==> src/rtl/scope_capture.sv <==
// scope_capture: single-shot oscilloscope capture buffer with pre-trigger history.
//
// After an arm pulse, valid samples are written into a circular buffer. Once
// PRETRIG samples have been collected the block watches for a rising or falling
// crossing of trig_level (signed 8-bit compare against the previous valid
// sample). The trigger sample and the following samples fill the buffer up to
// DEPTH entries, after which the capture is frozen and can be read out with
// rd_addr 0 as the oldest sample and rd_addr PRETRIG as the trigger sample.
//
// Optional feature: define SCOPE_CAPTURE_AUTO_TRIG_EN to force a trigger after
// 4095 valid samples spent waiting for a trigger; trig_auto then flags the capture.
//
// Ports:
//   clk           rising-edge clock
//   rst_n         asynchronous active-low reset
//   sample_in     signed 8-bit sample
//   sample_valid  sample_in valid this cycle
//   arm           pulse: start a new capture (sample in the same cycle is dropped)
//   trig_level    signed trigger threshold
//   trig_falling  0 = rising-edge trigger, 1 = falling-edge trigger
//   rd_en         readout request
//   rd_addr       readout index (0 = oldest sample)
//   rd_data       readout sample, registered, 1-cycle latency
//   rd_valid      rd_data valid (only for requests issued while done)
//   busy          capture in progress
//   done          capture complete, buffer readable
//   trig_auto     last capture was forced by the auto-trigger

module scope_capture #(
  parameter int DEPTH   = 256,
  parameter int PRETRIG = 64,
  parameter int AW      = 8
) (
  input  logic          clk,
  input  logic          rst_n,
  input  logic [7:0]    sample_in,
  input  logic          sample_valid,
  input  logic          arm,
  input  logic [7:0]    trig_level,
  input  logic          trig_falling,
  input  logic          rd_en,
  input  logic [AW-1:0] rd_addr,
  output logic [7:0]    rd_data,
  output logic          rd_valid,
  output logic          busy,
  output logic          done,
  output logic          trig_auto
);

  typedef enum logic [2:0] {
    IDLE,
    PREFILL,
    WAIT_TRIG,
    POST,
    DONE
  } state_t;

  localparam logic [AW-1:0] PRE_LAST  = AW'(PRETRIG - 1);
  localparam logic [AW-1:0] PRE_OFS   = AW'(PRETRIG);
  localparam logic [AW:0]   POST_LAST = (AW + 1)'(DEPTH - PRETRIG - 1);
  // With PRETRIG = DEPTH-1 the trigger sample alone completes the capture.
  localparam bit            POST_ONE  = ((DEPTH - PRETRIG) == 1);

  state_t        state, state_nxt;
  logic [7:0]    mem [DEPTH];
  logic [AW-1:0] wr_ptr;
  logic [AW-1:0] pre_cnt;
  logic [AW:0]   post_cnt;
  logic [AW-1:0] trig_ptr;
  logic [AW-1:0] start_ptr;
  logic [AW-1:0] rd_idx;
  logic [7:0]    prev;
  logic          prev_valid;
  logic          wr_en;
  logic          natural;
  logic          forced;
  logic          hit;
  logic          prev_ge;
  logic          cur_ge;

  assign prev_ge   = $signed(prev) >= $signed(trig_level);
  assign cur_ge    = $signed(sample_in) >= $signed(trig_level);
  assign start_ptr = trig_ptr - PRE_OFS;
  assign rd_idx    = start_ptr + rd_addr;

  always_ff @(posedge clk or negedge rst_n) begin
    if (!rst_n) state <= IDLE;
    else        state <= state_nxt;
  end

  always_comb begin
    state_nxt = state;
    wr_en     = 1'b0;
    natural   = 1'b0;
    hit       = 1'b0;
    busy      = 1'b0;
    done      = 1'b0;
    case (state)
      PREFILL, WAIT_TRIG, POST: busy = 1'b1;
      DONE:                     done = 1'b1;
      default: ;
    endcase
    if (arm) begin
      state_nxt = PREFILL;
    end else begin
      case (state)
        PREFILL: begin
          if (sample_valid) begin
            wr_en = 1'b1;
            if (pre_cnt == PRE_LAST) state_nxt = WAIT_TRIG;
          end
        end
        WAIT_TRIG: begin
          if (sample_valid) begin
            wr_en   = 1'b1;
            natural = prev_valid &&
                      (trig_falling ? (prev_ge && !cur_ge) : (!prev_ge && cur_ge));
            hit     = natural || forced;
            if (hit) state_nxt = POST_ONE ? DONE : POST;
          end
        end
        POST: begin
          if (sample_valid) begin
            wr_en = 1'b1;
            if (post_cnt == POST_LAST) state_nxt = DONE;
          end
        end
        default: ;
      endcase
    end
  end

  // Sample storage is deliberately not reset.
  always_ff @(posedge clk) begin
    if (wr_en) mem[wr_ptr] <= sample_in;
  end

  always_ff @(posedge clk or negedge rst_n) begin
    if (!rst_n) begin
      wr_ptr     <= '0;
      pre_cnt    <= '0;
      post_cnt   <= '0;
      trig_ptr   <= '0;
      prev       <= '0;
      prev_valid <= 1'b0;
    end else if (arm) begin
      wr_ptr     <= '0;
      pre_cnt    <= '0;
      post_cnt   <= '0;
      prev_valid <= 1'b0;
    end else if (wr_en) begin
      wr_ptr     <= wr_ptr + 1'b1;
      prev       <= sample_in;
      prev_valid <= 1'b1;
      if (state == PREFILL) pre_cnt <= pre_cnt + 1'b1;
      if (hit) begin
        trig_ptr <= wr_ptr;
        post_cnt <= (AW + 1)'(1);
      end else if (state == POST) begin
        post_cnt <= post_cnt + 1'b1;
      end
    end
  end

  always_ff @(posedge clk or negedge rst_n) begin
    if (!rst_n) begin
      rd_data  <= '0;
      rd_valid <= 1'b0;
    end else begin
      rd_valid <= 1'b0;
      if (rd_en && state == DONE) begin
        rd_data  <= mem[rd_idx];
        rd_valid <= 1'b1;
      end
    end
  end

`ifdef SCOPE_CAPTURE_AUTO_TRIG_EN
  logic [11:0] wait_cnt;
  logic        trig_auto_q;

  assign forced    = (wait_cnt == '1);
  assign trig_auto = trig_auto_q;

  always_ff @(posedge clk or negedge rst_n) begin
    if (!rst_n) begin
      wait_cnt    <= '0;
      trig_auto_q <= 1'b0;
    end else if (arm) begin
      wait_cnt    <= '0;
      trig_auto_q <= 1'b0;
    end else if (wr_en && state == WAIT_TRIG) begin
      if (hit) trig_auto_q <= !natural;
      else     wait_cnt    <= wait_cnt + 1'b1;
    end
  end
`else
  assign forced    = 1'b0;
  assign trig_auto = 1'b0;
`endif

endmodule

==> config.mk <==
export PLATFORM = sky130hd
export DESIGN_NAME = scope_capture
export DESIGN_NICKNAME = d
export VERILOG_FILES = /design/src/rtl/scope_capture.sv
export SDC_FILE = /design/constraint.sdc
export NUM_CORES = 2
export LEC_CHECK = 0
export BUFFER_PORTS_ARGS = -buffer_cell sky130_fd_sc_hd__buf_2
export CAP_MARGIN = 20
export CORE_MARGIN = 3
export CORE_UTILIZATION = 60
export CTS_BUF_LIST = sky130_fd_sc_hd__clkbuf_2
export DETAILED_ROUTE_END_ITERATION = 12
export HOLD_SLACK_MARGIN = 0.05
export PLACE_DENSITY = 0.83
export SYNTH_ARGS = -nofsm -noshare
export SYNTH_HDL_FRONTEND = slang
export SYNTH_SLANG_ARGS = --single-unit
export TNS_END_PERCENT = 5
==> constraint.sdc <==
create_clock -name clk -period 4.59 [get_ports clk]
set_input_delay 0.918 -clock clk [delete_from_list [all_inputs] [get_ports clk]]
set_output_delay 0.918 -clock clk [all_outputs]
set_load 0.1 [all_outputs]
==> run_results.csv <==
group,metric,value,unit
synthesis,ys_types,78,
drt,first_pass_iters,11,
power,clock_power_share,33.2,%
sta,fin_crit,4.213,ns
cells_and_area,drive_gt1_share,33.52,%
worst_setup_path,cp_slowest_cell,"dlygate4sd3_1",
placed_design,dp_hpwl,135000,µm
sta,setup_viol,0,
floorplanning,die_y,377.6,µm
sta,timing.setup.tns,0,ns
worst_setup_path,path_max_fanout,7,
worst_setup_path,ff2ff_path_depth,13,
cts,cts_tree,"yes",
placed_design,numPortBuffers,40,
worst_setup_path,startpoint_type,"register",
drt,vias_per_cell,6.724,
cells_and_area,nNetsFinal,4605,
synthesis,synth-seq-cells,2102,
global_routing,grt_pass1_vias,45150,
hold_path,hold_class,"in2async",
synthesis,syn_nets,3999,
cells_and_area,finish.utilization,67.05,%
cts,post_cts_resize_count,0,
synthesis,syn_inst,3933,
synthesis,synth_area_per_cell,21.07,µm²
worst_setup_path,crit_chain,"ha_1 > ha_4 > inv_1 > fa_4 > nand2b_1 > a21oi_1 > o22ai_1 > mux2i_1 > dlygate4sd3_1 > buf_4 > nor2_1 > o221ai_1 > and4b_1",
floorplanning,core,136300,µm²
sta,max_clock_freq,237.4,MHz
worst_setup_path,arrival,5.92,ns
synthesis,synth_enable_flop_cells,2048,
global_routing,track_usage,30.87,%
cts,cts_buffers,490,
power,p_seq_share,60.7,%
power,p_switching,8.435,mW
floorplanning,start_util,60.79,%
cells_and_area,multi_input_area,18740,µm²
cells_and_area,register_area,62850,µm²
sta,rsz0062_at_grt,"no",
sta,timing.final.ws_setup,0.3768,ns
sta,hold_viol,0,
synthesis,seq_area_frac_synth,75.84,%
run,drv_cap,0,
cells_and_area,fillers,8241,
worst_setup_path,cp_num_cells,13,
floorplanning,die_area,142600,µm²
power,peakVddDrop,0.2650,mV
sta,hold_slack,0.2753,ns
worst_setup_path,critPathKind,"reg2reg",
sta,fin_crit_sh,91.79,%
worst_setup_path,cp_data_required_time,6.30,ns
global_routing,grt_max_degree,220,
cts,clockBufferDepth,4,
synthesis,synthArstFlopShare,2.569,%
power,p_leak,30.08,nW
floorplanning,num_rows,135,
global_routing,grt_pass1_wl,312000,µm
placed_design,dp_slack,0.06094,ns
sta,finClkSkew,0.2157,ns
worst_setup_path,crit_buf_inv,3,
sta,relSlewSlack,21.41,%
synthesis,syn-cell-area,82870,µm²
worst_setup_path,max_stage_delay,0.60,ns
drt,drc_errors,0,
global_routing,antenna_found_initial,5,
drt,drt_iter0_markers,7415,
cts,clkTransAtPathRegs,0.11,ns
drt,wire_per_inst,32.20,µm
power,power.share.combinational,6.1,%
synthesis,synth_flop_cell,"edfxtp_1",
power,netSwitchingFraction,24.32,%
cts,clock_latency,1.87,ns
cts,htree_levels,5,
sta,max_slew.worst_pin.slew,1.179,ns
cts,cts_root_buf,"clkbuf_2",
floorplanning,io_pins,42,
placed_design,gp_congestion,0.9973,
drt,via_count,45090,
cells_and_area,synthToLayoutAreaGrowth,10.29,%
drt,ant_nets,0,
power,powerDensity,379.4,nW/µm²
cts,clock_sinks,2102,
sta,drv_slew,0,
global_routing,grt_overflow,0,
worst_setup_path,endpoint_kind,"register",
power,internal_power,26.24,mW
synthesis,ys_warn_count,0,
drt,finalWirelength,215900,µm
floorplanning,die_x,377.6,µm
outcome,status,"completed",
worst_setup_path,crit_family,"adder cells",
-- state kept, by name (all words and copies together) (netlist names) --
register	cells
post_cnt	9
prev	8
rd_valid	1
pre_cnt	8
wr_ptr	8
trig_ptr	8
rd_data	8
state	3
mem	2048
prev_valid	1
-- power by group through the flow --
| stage | combinational (mW) | sequential (mW) | clock [mW] |
|---|---|---|---|
| finish | 2.10 | 21.1 | 11.5 |
| global route | 2.17 | 21.1 | 12.6 |
| CTS | 2.06 | 21.1 | 11.7 |
| detailed placement | 2.01 | 21.5 | 0 |
| global placement | 1.96 | 21.5 | 0 |
| floorplan | 1.06 | 21.5 | 0 |
-- repair_timing --
action	4_1_cts	5_1_grt
buffers inserted	0	0
hold endpoints to repair	1686	0
hold buffers	33	0
-- cells by family after synthesis --
kind of cell             synth area share, %
buffers and inverters                  1.711
other                               0.004525
XOR/XNOR                              0.2793
AO/OA/AOI/OAI                          2.052
AND/OR/NAND/NOR                        3.230
multiplexers                           16.33
flip-flops                             75.84
adder cells (fa/ha/maj)               0.5526
-- metal layers --
layer | part of all wire [%] | routed length, µm | up-vias | GRT usage [%]
li1 | - | - | 17890 | -
met1 | 33 | 71800 | 22560 | 41.40
met2 | 46 | 99450 | 3892 | 45.62
met3 | 15 | 32260 | 742 | 10.47
met4 | 5.7 | 12400 | 6 | 16.02
met5 | 0.017 | 37 | - | 0
-- cells in the final DEF, fill, tap and decap left out, types with 10 or more instances in the layout --
cell type	count
mux2i_1	75
mux4_2	547
a31oi_1	17
ha_1	33
inv_1	21
o21ai_0	25
nand4_1	19
a22oi_1	11
xor2_1	10
nor2_1	326
o221ai_1	11
nand2_1	176
buf_12	46
buf_4	217
a211oi_1	10
dfrtp_1	54
clkinv_1	129
dlygate4sd3_1	30
clkbuf_2	724
edfxtp_1	2048
a21oi_1	34
a32oi_1	24
buf_2	32
nor2b_1	10
mux2_2	27
a221oi_1	10
nor3_1	16
o22ai_1	19
nand3_1	44
-- worst paths after layout --
check / startpoint / endpoint / slack, ns
min in group clk: trig_level[7] / post_cnt[8]$_DFFE_PN0P_ / 0.30
max: trig_ptr[1]$_DFFE_PN0P_ / rd_data[4]$_DFFE_PN0P_ / 0.38
min: rst_n / rd_data[3]$_DFFE_PN0P_ / 0.28
max reg2reg: trig_ptr[1]$_DFFE_PN0P_ / rd_data[4]$_DFFE_PN0P_ / 0.38
max in group asynchronous: rst_n / trig_ptr[7]$_DFFE_PN0P_ / 3.93
min reg2reg: prev[3]$_DFFE_PN0P_ / prev[3]$_DFFE_PN0P_ / 0.52
-- cell usage after synthesis, types with 11 or more instances --
cell | instances | area, µm²
mux2i_1 | 75 | 750.7
a32oi_1 | 24 | 210.2
buf_6 | 22 | 247.7
nand3_1 | 47 | 235.2
a21oi_1 | 34 | 170.2
nor3_1 | 16 | 80.08
inv_1 | 21 | 78.83
buf_2 | 41 | 205.2
o221ai_1 | 11 | 96.34
mux2_2 | 27 | 304.0
nand4_1 | 19 | 118.9
a31oi_1 | 17 | 106.4
o22ai_1 | 19 | 118.9
buf_4 | 47 | 352.8
a22oi_1 | 11 | 82.58
nor2_1 | 328 | 1231
clkbuf_1 | 93 | 349.1
nand2_1 | 176 | 660.6
xor2_1 | 11 | 96.34
o21ai_0 | 25 | 125.1
ha_1 | 35 | 437.9
mux4_2 | 547 | 12320
edfxtp_1 | 2048 | 61500
dfrtp_1 | 54 | 1351
-- metrics by stage --
stage / instance area (µm²) / std cells / power (mW)
6_report: 91400 / 6706 / 34.68
5_1_grt: 91400 / 6705 / 35.83
4_1_cts: 91310 / 6695 / 34.78
3_5_place_dp: 86660 / 5792 / 23.51
3_3_place_gp: 86660 / 5792 / 23.45
2_1_floorplan: 82870 / 3933 / 22.55
-- worst reg2reg max path, delay by kind of cell, from the launching register on --
kind	cells	cell delay, ns
muxes	1	0.19
and+or+nand+nor	3	0.96
buffers and inverters	3	0.82
adders and majority gates	3	1.03
DFF	1	0.42
AOI/OAI and AO/OA	3	0.71
-- area by class of cell --
class / count / share of cell area [%]
clock buffers: 724 / 3.964
diodes: 8 / 0.02190
repair buffers: 336 / 3.487
flip-flops and latches: 2102 / 68.76
inverters: 22 / 0.09035
clock inverters: 146 / 0.7324
well taps: 1781 / 2.438
multi-input cells: 1587 / 20.50
(Power assumes the default switching activity.)
